[config.mk]
export PLATFORM = sky130hd
export DESIGN_NAME = pooling_ctrl
export DESIGN_NICKNAME = d
export VERILOG_FILES = /design/src/rtl/pooling_ctrl.sv
export SDC_FILE = /design/constraint.sdc
export NUM_CORES = 1
export LEC_CHECK = 0
export CAP_MARGIN = 20
export CORE_ASPECT_RATIO = 0.9
export CORE_MARGIN = 2
export CORE_UTILIZATION = 59
export DETAILED_ROUTE_END_ITERATION = 8
export PLACE_DENSITY_LB_ADDON = 0.08
export SYNTH_ARGS = -nofsm -noshare
export SYNTH_HDL_FRONTEND = slang
export SYNTH_SLANG_ARGS = --single-unit
[constraint.sdc]
create_clock -name clk -period 7.9 [get_ports clk]
set_input_delay 2.37 -clock clk [delete_from_list [all_inputs] [get_ports clk]]
set_output_delay 2.37 -clock clk [all_outputs]
set_load 0.05 [all_outputs]
[src/rtl/pooling_ctrl.sv]
// pooling_ctrl: 2x2/stride-2 max-pool sequencer driving the buffer reads, comparator clear and pooled writes.
// Ports: clk, rst (async, active-high); start, fmap_width, fmap_height, rd_base, wr_base in;
//        rd_en/rd_addr to the input buffer; poolwrite to the comparator; wr_en/wr_addr to the output buffer;
//        busy, done status. Defining POOL_PERF_EN adds perf_cycles, the busy-cycle count of the last pass.
module pooling_ctrl #(
  parameter int AW = 10,
  parameter int DW = 6,
  parameter int RD_LAT = 1
) (
  input  logic          clk,
  input  logic          rst,
  input  logic          start,
  input  logic [DW-1:0] fmap_width,
  input  logic [DW-1:0] fmap_height,
  input  logic [AW-1:0] rd_base,
  input  logic [AW-1:0] wr_base,
  output logic          rd_en,
  output logic [AW-1:0] rd_addr,
  output logic          poolwrite,
  output logic          wr_en,
  output logic [AW-1:0] wr_addr,
  output logic          busy,
  output logic          done
`ifdef POOL_PERF_EN
  ,
  output logic [31:0]   perf_cycles
`endif
);
  typedef enum logic [1:0] {IDLE, RUN, DRAIN, DONE} state_t;
  state_t r_state, w_next;
  logic [DW-1:0] r_w, r_ow, r_oh, r_ox, r_oy;
  logic r_wx, r_wy;
  logic [AW-1:0] r_row, r_win, r_wa;
  logic [RD_LAT-1:0] r_v, r_l;
  logic w_start, w_last_win, w_ox_last, w_oy_last, w_empty_dims;
  logic [AW-1:0] w_row_nx;
  assign w_start = (r_state == IDLE) && start;
  assign w_last_win = r_wx & r_wy;
  assign w_ox_last = (r_ox + 1'b1) == r_ow;
  assign w_oy_last = (r_oy + 1'b1) == r_oh;
  assign w_empty_dims = ((fmap_width >> 1) == '0) || ((fmap_height >> 1) == '0);
  assign w_row_nx = r_row + AW'({r_w, 1'b0});
  assign rd_en = r_state == RUN;
  assign rd_addr = rd_en ? r_win + AW'(r_wx) + (r_wy ? AW'(r_w) : '0) : '0;
  // The last delay stage lines up with the element reaching the comparator input.
  assign wr_en = r_v[RD_LAT-1] & r_l[RD_LAT-1];
  assign poolwrite = ~r_v[RD_LAT-1] | r_l[RD_LAT-1];
  assign wr_addr = r_wa;
  assign busy = r_state != IDLE;
  assign done = r_state == DONE;
  always_comb begin
    w_next = r_state;
    case (r_state)
      IDLE:  w_next = w_start ? (w_empty_dims ? DRAIN : RUN) : IDLE;
      RUN:   w_next = (w_last_win && w_ox_last && w_oy_last) ? DRAIN : RUN;
      DRAIN: w_next = (r_v == '0) ? DONE : DRAIN;
      default: w_next = IDLE;
    endcase
  end
  always_ff @(posedge clk or posedge rst) begin
    if (rst) begin
      r_state <= IDLE;
      r_w <= '0;
      r_ow <= '0;
      r_oh <= '0;
      r_ox <= '0;
      r_oy <= '0;
      r_wx <= 1'b0;
      r_wy <= 1'b0;
      r_row <= '0;
      r_win <= '0;
      r_wa <= '0;
      r_v <= '0;
      r_l <= '0;
    end else begin
      r_state <= w_next;
      r_v <= RD_LAT'({r_v, rd_en});
      r_l <= RD_LAT'({r_l, rd_en & w_last_win});
      if (wr_en) r_wa <= r_wa + 1'b1;
      if (w_start) begin
        r_w <= fmap_width;
        r_ow <= fmap_width >> 1;
        r_oh <= fmap_height >> 1;
        r_ox <= '0;
        r_oy <= '0;
        r_wx <= 1'b0;
        r_wy <= 1'b0;
        r_row <= rd_base;
        r_win <= rd_base;
        r_wa <= wr_base;
      end else if (rd_en) begin
        r_wx <= ~r_wx;
        if (r_wx) r_wy <= ~r_wy;
        if (w_last_win) begin
          if (w_ox_last) begin
            r_ox <= '0;
            r_oy <= r_oy + 1'b1;
            r_row <= w_row_nx;
            r_win <= w_row_nx;
          end else begin
            r_ox <= r_ox + 1'b1;
            r_win <= r_win + AW'(2);
          end
        end
      end
    end
  end
`ifdef POOL_PERF_EN
  logic [31:0] r_perf;
  assign perf_cycles = r_perf;
  always_ff @(posedge clk or posedge rst) begin
    if (rst) r_perf <= '0;
    else if (w_start) r_perf <= '0;
    else if (busy) r_perf <= r_perf + 1'b1;
  end
`endif
endmodule

==> results of run 1 <==
==> layer usage <==
layer	GRT usage	up-vias
met5	0	-
met4	0.109	0
met2	0.480	146
met3	0.0779	17
li1	-	1698
met1	0.369	1680
==> per-stage QoR <==
step | instance area [um2] | utilization
final | 4760 | 0.731
after global routing | 4760 | 0.731
after CTS | 4760 | 0.731
after detailed placement | 4540 | 0.697
after global placement | 4540 | 0.697
after floorplan | 3920 | -
==> critical path, cell delays in order, from the launching register on <==
cell and delay, ns:
dfrtp_1 0.53, nand2_1 0.14, fa_1 0.42, fa_1 0.40, nor2b_1 0.16, o21ai_0 0.13, a21boi_0 0.27, o21ai_0 0.17
a21oi_1 0.22, mux2i_1 0.20, clkdlybuf4s50_1 0.81
==> sequential cells by signal, indices dropped and copies added, names as in the netlist <==
name and flops:
r_wy 1, wr_addr 10, r_v 1, r_row 10, r_state 2, r_ox 6, r_l 1, r_oy 6
r_w 6, r_win 10, r_wx 1, r_oh 5
==> cell type report <==
cell class	instances	area (um2)	area share
clock buffers	11	151	0.0318
clock inverters	4	73.8	0.0155
inverters	15	56.3	0.0118
multi-input cells	355	2280	0.479
flip-flops and latches	59	1480	0.310
well taps	90	113	0.0236
repair buffers	62	611	0.128
==> cell usage in the layout, fill, tap and decap left out, types with 2 or more instances in the layout <==
cell | Yosys | layout
a22oi_1 | 3 | 3
or4_1 | 4 | 4
bufinv_16 | 0 | 2
a21oi_1 | 17 | 17
a31oi_1 | 13 | 13
xor2_1 | 15 | 15
o22ai_1 | 3 | 3
nor2b_1 | 7 | 7
o21a_1 | 3 | 3
clkbuf_8 | 0 | 11
fa_1 | 3 | 3
o21bai_1 | 2 | 2
buf_4 | 0 | 4
inv_1 | 15 | 14
nand3_1 | 18 | 18
and4_1 | 2 | 2
o31ai_1 | 2 | 2
or3_1 | 6 | 6
nor3b_1 | 2 | 2
a32o_1 | 2 | 2
mux2i_1 | 6 | 6
nand2b_1 | 7 | 7
clkdlybuf4s50_1 | 0 | 58
nor2_1 | 25 | 25
or2b_2 | 2 | 2
and2_1 | 7 | 7
a21oi_2 | 2 | 2
ha_1 | 15 | 15
and3_1 | 9 | 9
o2111ai_1 | 4 | 4
a21o_1 | 9 | 9
a21boi_0 | 2 | 2
xnor2_1 | 16 | 16
nor3_1 | 9 | 9
a211oi_1 | 5 | 5
o21ai_0 | 28 | 28
nand2_1 | 81 | 81
dfrtp_1 | 59 | 59
==> worst max path at each step <==
stage          from          to  slack (ns)  depth (start not counted)
2_1_floorplan  r_wx  rd_addr[8]        2.61                          9
3_3_place_gp   r_wy  rd_addr[8]        2.18                         10
3_5_place_dp   r_wy  rd_addr[8]        2.12                         10
4_1_cts        r_wy  rd_addr[8]        1.73                         10
5_1_grt        r_wy  rd_addr[8]        1.45                         10
6_report       r_wy  rd_addr[8]        1.73                         10
==> cell families (layout without fill, tap and decap cells) <==
family,after synthesis,in the layout,share of synthesized area
simple gates,185,185,0.228
compound gates,112,112,0.195
flops,59,59,0.377
buf+inv,36,92,0.0405
xor+xnor,32,32,0.0750
fa+ha+maj,18,18,0.0632
mux,8,8,0.0220
==> results summary, run 1 <==
The launch point of the worst hold path is r_row[0]. The count of unique library cells instantiated by Yosys is 65. The area of the placeable core is 6520 um2. The flow ran to the end, and the final reports show no timing, DRC or antenna violations. The post-CTS repair timing setup buffer count is 0.

The final worst hold slack is 0.471 ns. The vertical die dimension is 81.3 um. The die covers 7310 um2.

The worst path meets setup with 1.73 ns of slack. The worst clock skew came out at 0.00859 ns. Setup violations remaining at the end of the flow were counted as 0. The endpoint identified for the worst register-to-register timing path is r_row[4]. The share of synthesized area occupied by flip-flops and latches came out at 0.377. Once the clock tree was built, the resizer swapped 0 gates to a different size. The total nets after synthesis is 503. The clock net in this run drives a total of 59 sinks. The post-synthesis cell count came out at 450. The buffer cell driving the clock tree root is clkbuf_8.

The placed wire-length estimate is 6750 um. Measured against its own limit, the worst slew margin works out to 0.335. Entering global routing, the biggest net connects 60 pins. In the final timing run, aggregate negative setup slack is 0 ns.

The number of antenna violations at the first check in global routing came out at 0. Yosys printed 0 warnings. A synthesized cell averages 8.71 um2. The DRC marker count from the first detailed-route iteration came out at 213. The worst hold path terminates at r_row[0]. The cell area after synthesis came out at 3920 um2. The die is 89.9 um wide. Timing would allow up to 0.162 GHz. The number of max-capacitance violations reported is 0. The wire length the detailed router placed on met1 came out at 4430 um. The number of antenna-violating nets in the routed design came out at 0. The routed length on met2 is 4650 um.

The fill cell total of the finished layout is 521. The initial utilization of the core area, before any placement, comes to 0.601. The number of antenna cells inserted came out at 0. The final RePlAce weighted congestion is 0.862. Setup repair after global routing left no endpoint under its margin. The data required time of the worst path came out at 5.53 ns. The largest total area in the synthesized netlist belongs to dfrtp_1. The number of placed cells counting well taps is 581.

The worst hold path was traced through 2 stages. The count of non-filler cells in the finished layout is 596. The min-delay analysis places its worst path in the category flip-flop to flip-flop. In this run the critical register-to-register path is launched from r_wy. 60 I/O pins were placed. The number of buffers on the longest clock path came out at 2. The time the final worst path needs with I/O delays and setup came out at 6.17 ns. The clock network latency to the later pin of the worst-skew pair came out at 0.34 ns. The final max-slew violation count came out at 0.

The via density per instance came out at 5.94. The type of element capturing the critical path is an output port. In the final layout, the share of cells above drive strength 1 is 0.0692.

The net count reported at finish is 555. In the synthesized netlist, the cells that appear most often are nand2_1, dfrtp_1, o21ai_0. Compared with the post-synthesis result, the final layout area differs by 21.6%.

The uppermost signal routing layer after detailed routing is met4. In the detailed route, the total length drawn on met3 is 822 um. The routed design has 10,000 um of wire. The cell row count is 28. The number of global-route vias before repair came to 3,469.

The total track usage is 0.289. The count of buffers from port buffering is 58. The total congestion overflow after global routing is 0.

The flip-flop cell with the highest count after synthesis is dfrtp_1. The DRC violation count after routing came out at 0. TritonCTS built the clock tree. The H-tree depth is 3. The register bit count reported by yosys came out at 59. The largest fanout of any net on the critical path is 9.

Buffers inserted to repair hold after CTS numbered 0. The startpoint type of the worst setup path is a flip-flop. The first global-routing pass estimated 16,600 um of wire. The total via count in the routed design came out at 3,541. The CTS buffer count is 9. Before CTS, the worst setup slack after placement is 2.12 ns. For the worst setup path, the data arrival time is 3.80 ns. nand2_1 is the most common cell in the netlist.

The average detailed-routed wire length per instance is 16.8 um. The ratio of final minimum period to clock period is 0.781. The slew of the pin with the lowest slew margin is 0.994 ns.

The critical path in this run is classified as flip-flop to output port. Clock-pin slew was measured on the worst setup and hold paths at 0.07 ns. After synthesis, the share of flip-flops with an asynchronous set or reset is 1.00. By area the synthesized netlist is led by dfrtp_1, nand2_1, ha_1, o21ai_0, xnor2_1.

The hold violation count in the final report came out at 0. The top-area cell type share of the netlist area is 0.377. The synthesized design contains 0 enable-type register cells. The number of detailed-routing iterations run before antenna repair came out at 5. Setup slack on the worst reg-to-reg path comes out at 4.79 ns. The count of cells along the worst register-to-register path came out at 6.
Power of run 1 is not shown: default switching activity piles up to over one toggle a cycle in this logic, so the estimate is an artifact.
==> inputs of run 2 (changes only) <==
--- a/config.mk
+++ b/config.mk
@@ -8,7 +8,7 @@
 export CAP_MARGIN = 20
 export CORE_ASPECT_RATIO = 0.9
 export CORE_MARGIN = 2
-export CORE_UTILIZATION = 59
+export CORE_UTILIZATION = 55
 export DETAILED_ROUTE_END_ITERATION = 8
 export PLACE_DENSITY_LB_ADDON = 0.08
 export SYNTH_ARGS = -nofsm -noshare
==> constraint.sdc (replaced) <==
create_clock -name clk -period 5.8 [get_ports clk]
set_input_delay 1.74 -clock clk [delete_from_list [all_inputs] [get_ports clk]]
set_output_delay 1.74 -clock clk [all_outputs]
set_load 0.05 [all_outputs]
==> run 2 against run 1 <==
Net effect: non-clock buffer count rose by 3; clock skew rose by 0.0024 ns; critical endpoint unchanged; largest cell class unchanged; register-to-register slack got worse by 1.8 ns; clock-buffer cell count did not move; sequential cell count did not move; global-route usage fell by 1.8 points.
==> results summary, run 2 (same netlist as run 1, synthesis figures left out) <==
The ratio of final minimum period to clock period is 0.950. After global routing the overflow that remains totals 0. The net count reported at finish came out at 558. The number of antenna cells inserted came out at 0. For the pin with the worst max-slew slack, the measured transition is 0.847 ns.

The wire length of the first global-routing pass is 16,700 um. Once detail routing completed, the nets flagged for antenna violations numbered 0. The layout-stage area growth over the synthesis result came out at 21.1%.

The number of buffers on the longest clock path came out at 2. Measured along the y axis, the die boundary spans 84.1 um. The worst setup path is captured at an output port. The data required time of the worst path is 4.06 ns. The final max-slew violation count is 0.

The worst hold path belongs to the class flip-flop to flip-flop. The number of gates resized after CTS was 0. The total track usage came out at 0.271.

Setup repair after global routing left no endpoint under its margin. The normalized max-slew margin came out at 0.435. STA classifies the critical path startpoint as a flip-flop. The H-tree depth is 3. The final setup TNS is 0 ns.

Counting every sink on the clock net gives 59. The hold violation count in the final report came out at 0. The clock network latency to the later pin of the worst-skew pair came out at 0.33 ns.

The largest individual stage delay along the critical path comes from the cell clkdlybuf4s50_1. The time the final worst path needs with I/O delays and setup came out at 5.51 ns. The number of placed I/O pins is 60. The worst setup path is of the flip-flop to output port kind. The total via count in the routed design came out at 3,554. The category of cells accounting for the largest share of critical-path delay is adder cells. The cell row count came out at 29. The library cell used most frequently in the layout, excluding fill and tap cells, is nand2_1.

The top cell types in the final layout, fill and taps aside, are nand2_1, dfrtp_1, clkdlybuf4s50_1, o21ai_0, nor2_1. Traced cell by cell, the critical path runs through nand2_1 -> fa_1 -> fa_1 -> nor2b_1 -> o21ai_0 -> a21boi_0 -> o21ai_0 -> a21oi_1 -> mux2i_1 -> clkdlybuf4s50_1. The buffer cell driving the clock tree root is clkbuf_8. In this run the register-to-register setup slack is 2.99 ns.

The via density per instance came out at 5.91. The number of max-capacitance violations reported is 0. After detailed routing, the total wire length is 9930 um.

The share of final-layout standard cells stronger than drive strength 1 came out at 0.0709. The area of the die is 7820 um2. The number of global-route vias before repair came to 3,449. Entering global routing, the biggest net connects 39 pins.

The fill cell total of the finished layout is 611. After clock tree synthesis, the clock-pin slew on the worst setup and hold paths is 0.07 ns. The post-CTS repair timing setup buffer count is 0. The count of buffers from port buffering came out at 58. Before antenna repair, the detailed router went through 5 iterations.

The highest achievable clock rate came out at 0.181 GHz. The sequential cells in the finished layout cover a total of 1480 um2. The die is 93.0 um wide.

The area of the placeable core is 6970 um2. The effective utilization at floorplan came out at 0.562. The hold-fix buffer count after cts came out at 0. The placed wire-length estimate is 7030 um. The DRC violation count after routing is 0. The clock tree from TritonCTS is yes. The worst clock skew came out at 0.0110 ns. Setup violations remaining at the end of the flow were counted as 0.

The area used by multi-input combinational logic came out at 2280 um2. Data arrives at the worst endpoint at 3.77 ns. The number of antenna violations at the first check in global routing came out at 0. The largest fanout of any net on the critical path came out at 9. The DRC marker count from the first detailed-route iteration is 258. The critical path buffer and inverter count is 1. After detailed routing, the average wire length per cell comes to 16.5 um. The run finished with clean final reports. At the end of routability-driven placement, the weighted congestion stood at 0.851. The maximum single-stage delay on the critical path came out at 0.82 ns.

The CTS buffer count came out at 9.
-- run 2: worst paths after layout --
path,startpoint,to,depth (start not counted)
worst max-delay path,r_wy,rd_addr[8],10
worst min-delay path,r_row[0],r_row[0],2
worst max register to register,r_ox[0],r_row[4],8
worst min register to register,r_row[0],r_row[0],2
max in group asynchronous,rst,r_w[4],3
min in group asynchronous,rst,r_oh[4],2
-- run 2: worst register-to-register path, cell delays in order (launching register included) --
cell and delay, ns:
dfrtp_1 0.44, ha_1 0.32, nand2b_2 0.08, a21o_1 0.19
a2111o_1 0.48, nor2_1 0.51, buf_4 0.26, nand2_1 0.13
o221a_2 0.29
-- run 2: layout make-up --
class,instances,share of cell area
Multi-Input combinational cell,355,0.481
Sequential cell,59,0.311
Timing Repair Buffer,65,0.133
Clock buffer,11,0.0298
Tap cell,93,0.0245
Inverter,15,0.0119
Clock inverter,3,0.00843
-- run 2: layer usage --
layer / GRT usage / up-vias / share of wire
li1: - / 1702 / -
met1: 0.376 / 1723 / 0.46
met2: 0.435 / 116 / 0.47
met3: 0.0416 / 13 / 0.057
met4: 0.0936 / 0 / 0.013
met5: 0 / - / 0
-- run 2: stage by stage --
| step | instance area (um2) | hold slack (ns) | cells | utilization | worst slack (ns) |
|---|---|---|---|---|---|
| floorplan | 3920 | 0.434 | 450 | - | 1.14 |
| global placement | 4570 | 0.450 | 587 | 0.655 | 0.740 |
| detailed placement | 4570 | 0.463 | 587 | 0.655 | 0.670 |
| CTS | 4750 | 0.478 | 601 | 0.681 | 0.275 |
| global route | 4750 | 0.520 | 601 | 0.681 | 0.0361 |
| finish | 4750 | 0.469 | 601 | 0.681 | 0.289 |
Power of run 2 is left out for the same reason.
==> inputs of run 3 (changes only) <==
--- a/config.mk
+++ b/config.mk
@@ -11,6 +11,7 @@
 export CORE_UTILIZATION = 55
 export DETAILED_ROUTE_END_ITERATION = 8
 export PLACE_DENSITY_LB_ADDON = 0.08
+export SLEW_MARGIN = 20
 export SYNTH_ARGS = -nofsm -noshare
 export SYNTH_HDL_FRONTEND = slang
 export SYNTH_SLANG_ARGS = --single-unit
==> results of run 3 <==
Same layout as run 2: the final DEF is identical, and so are final timing and power.
Power of run 3 is left out for the same reason.
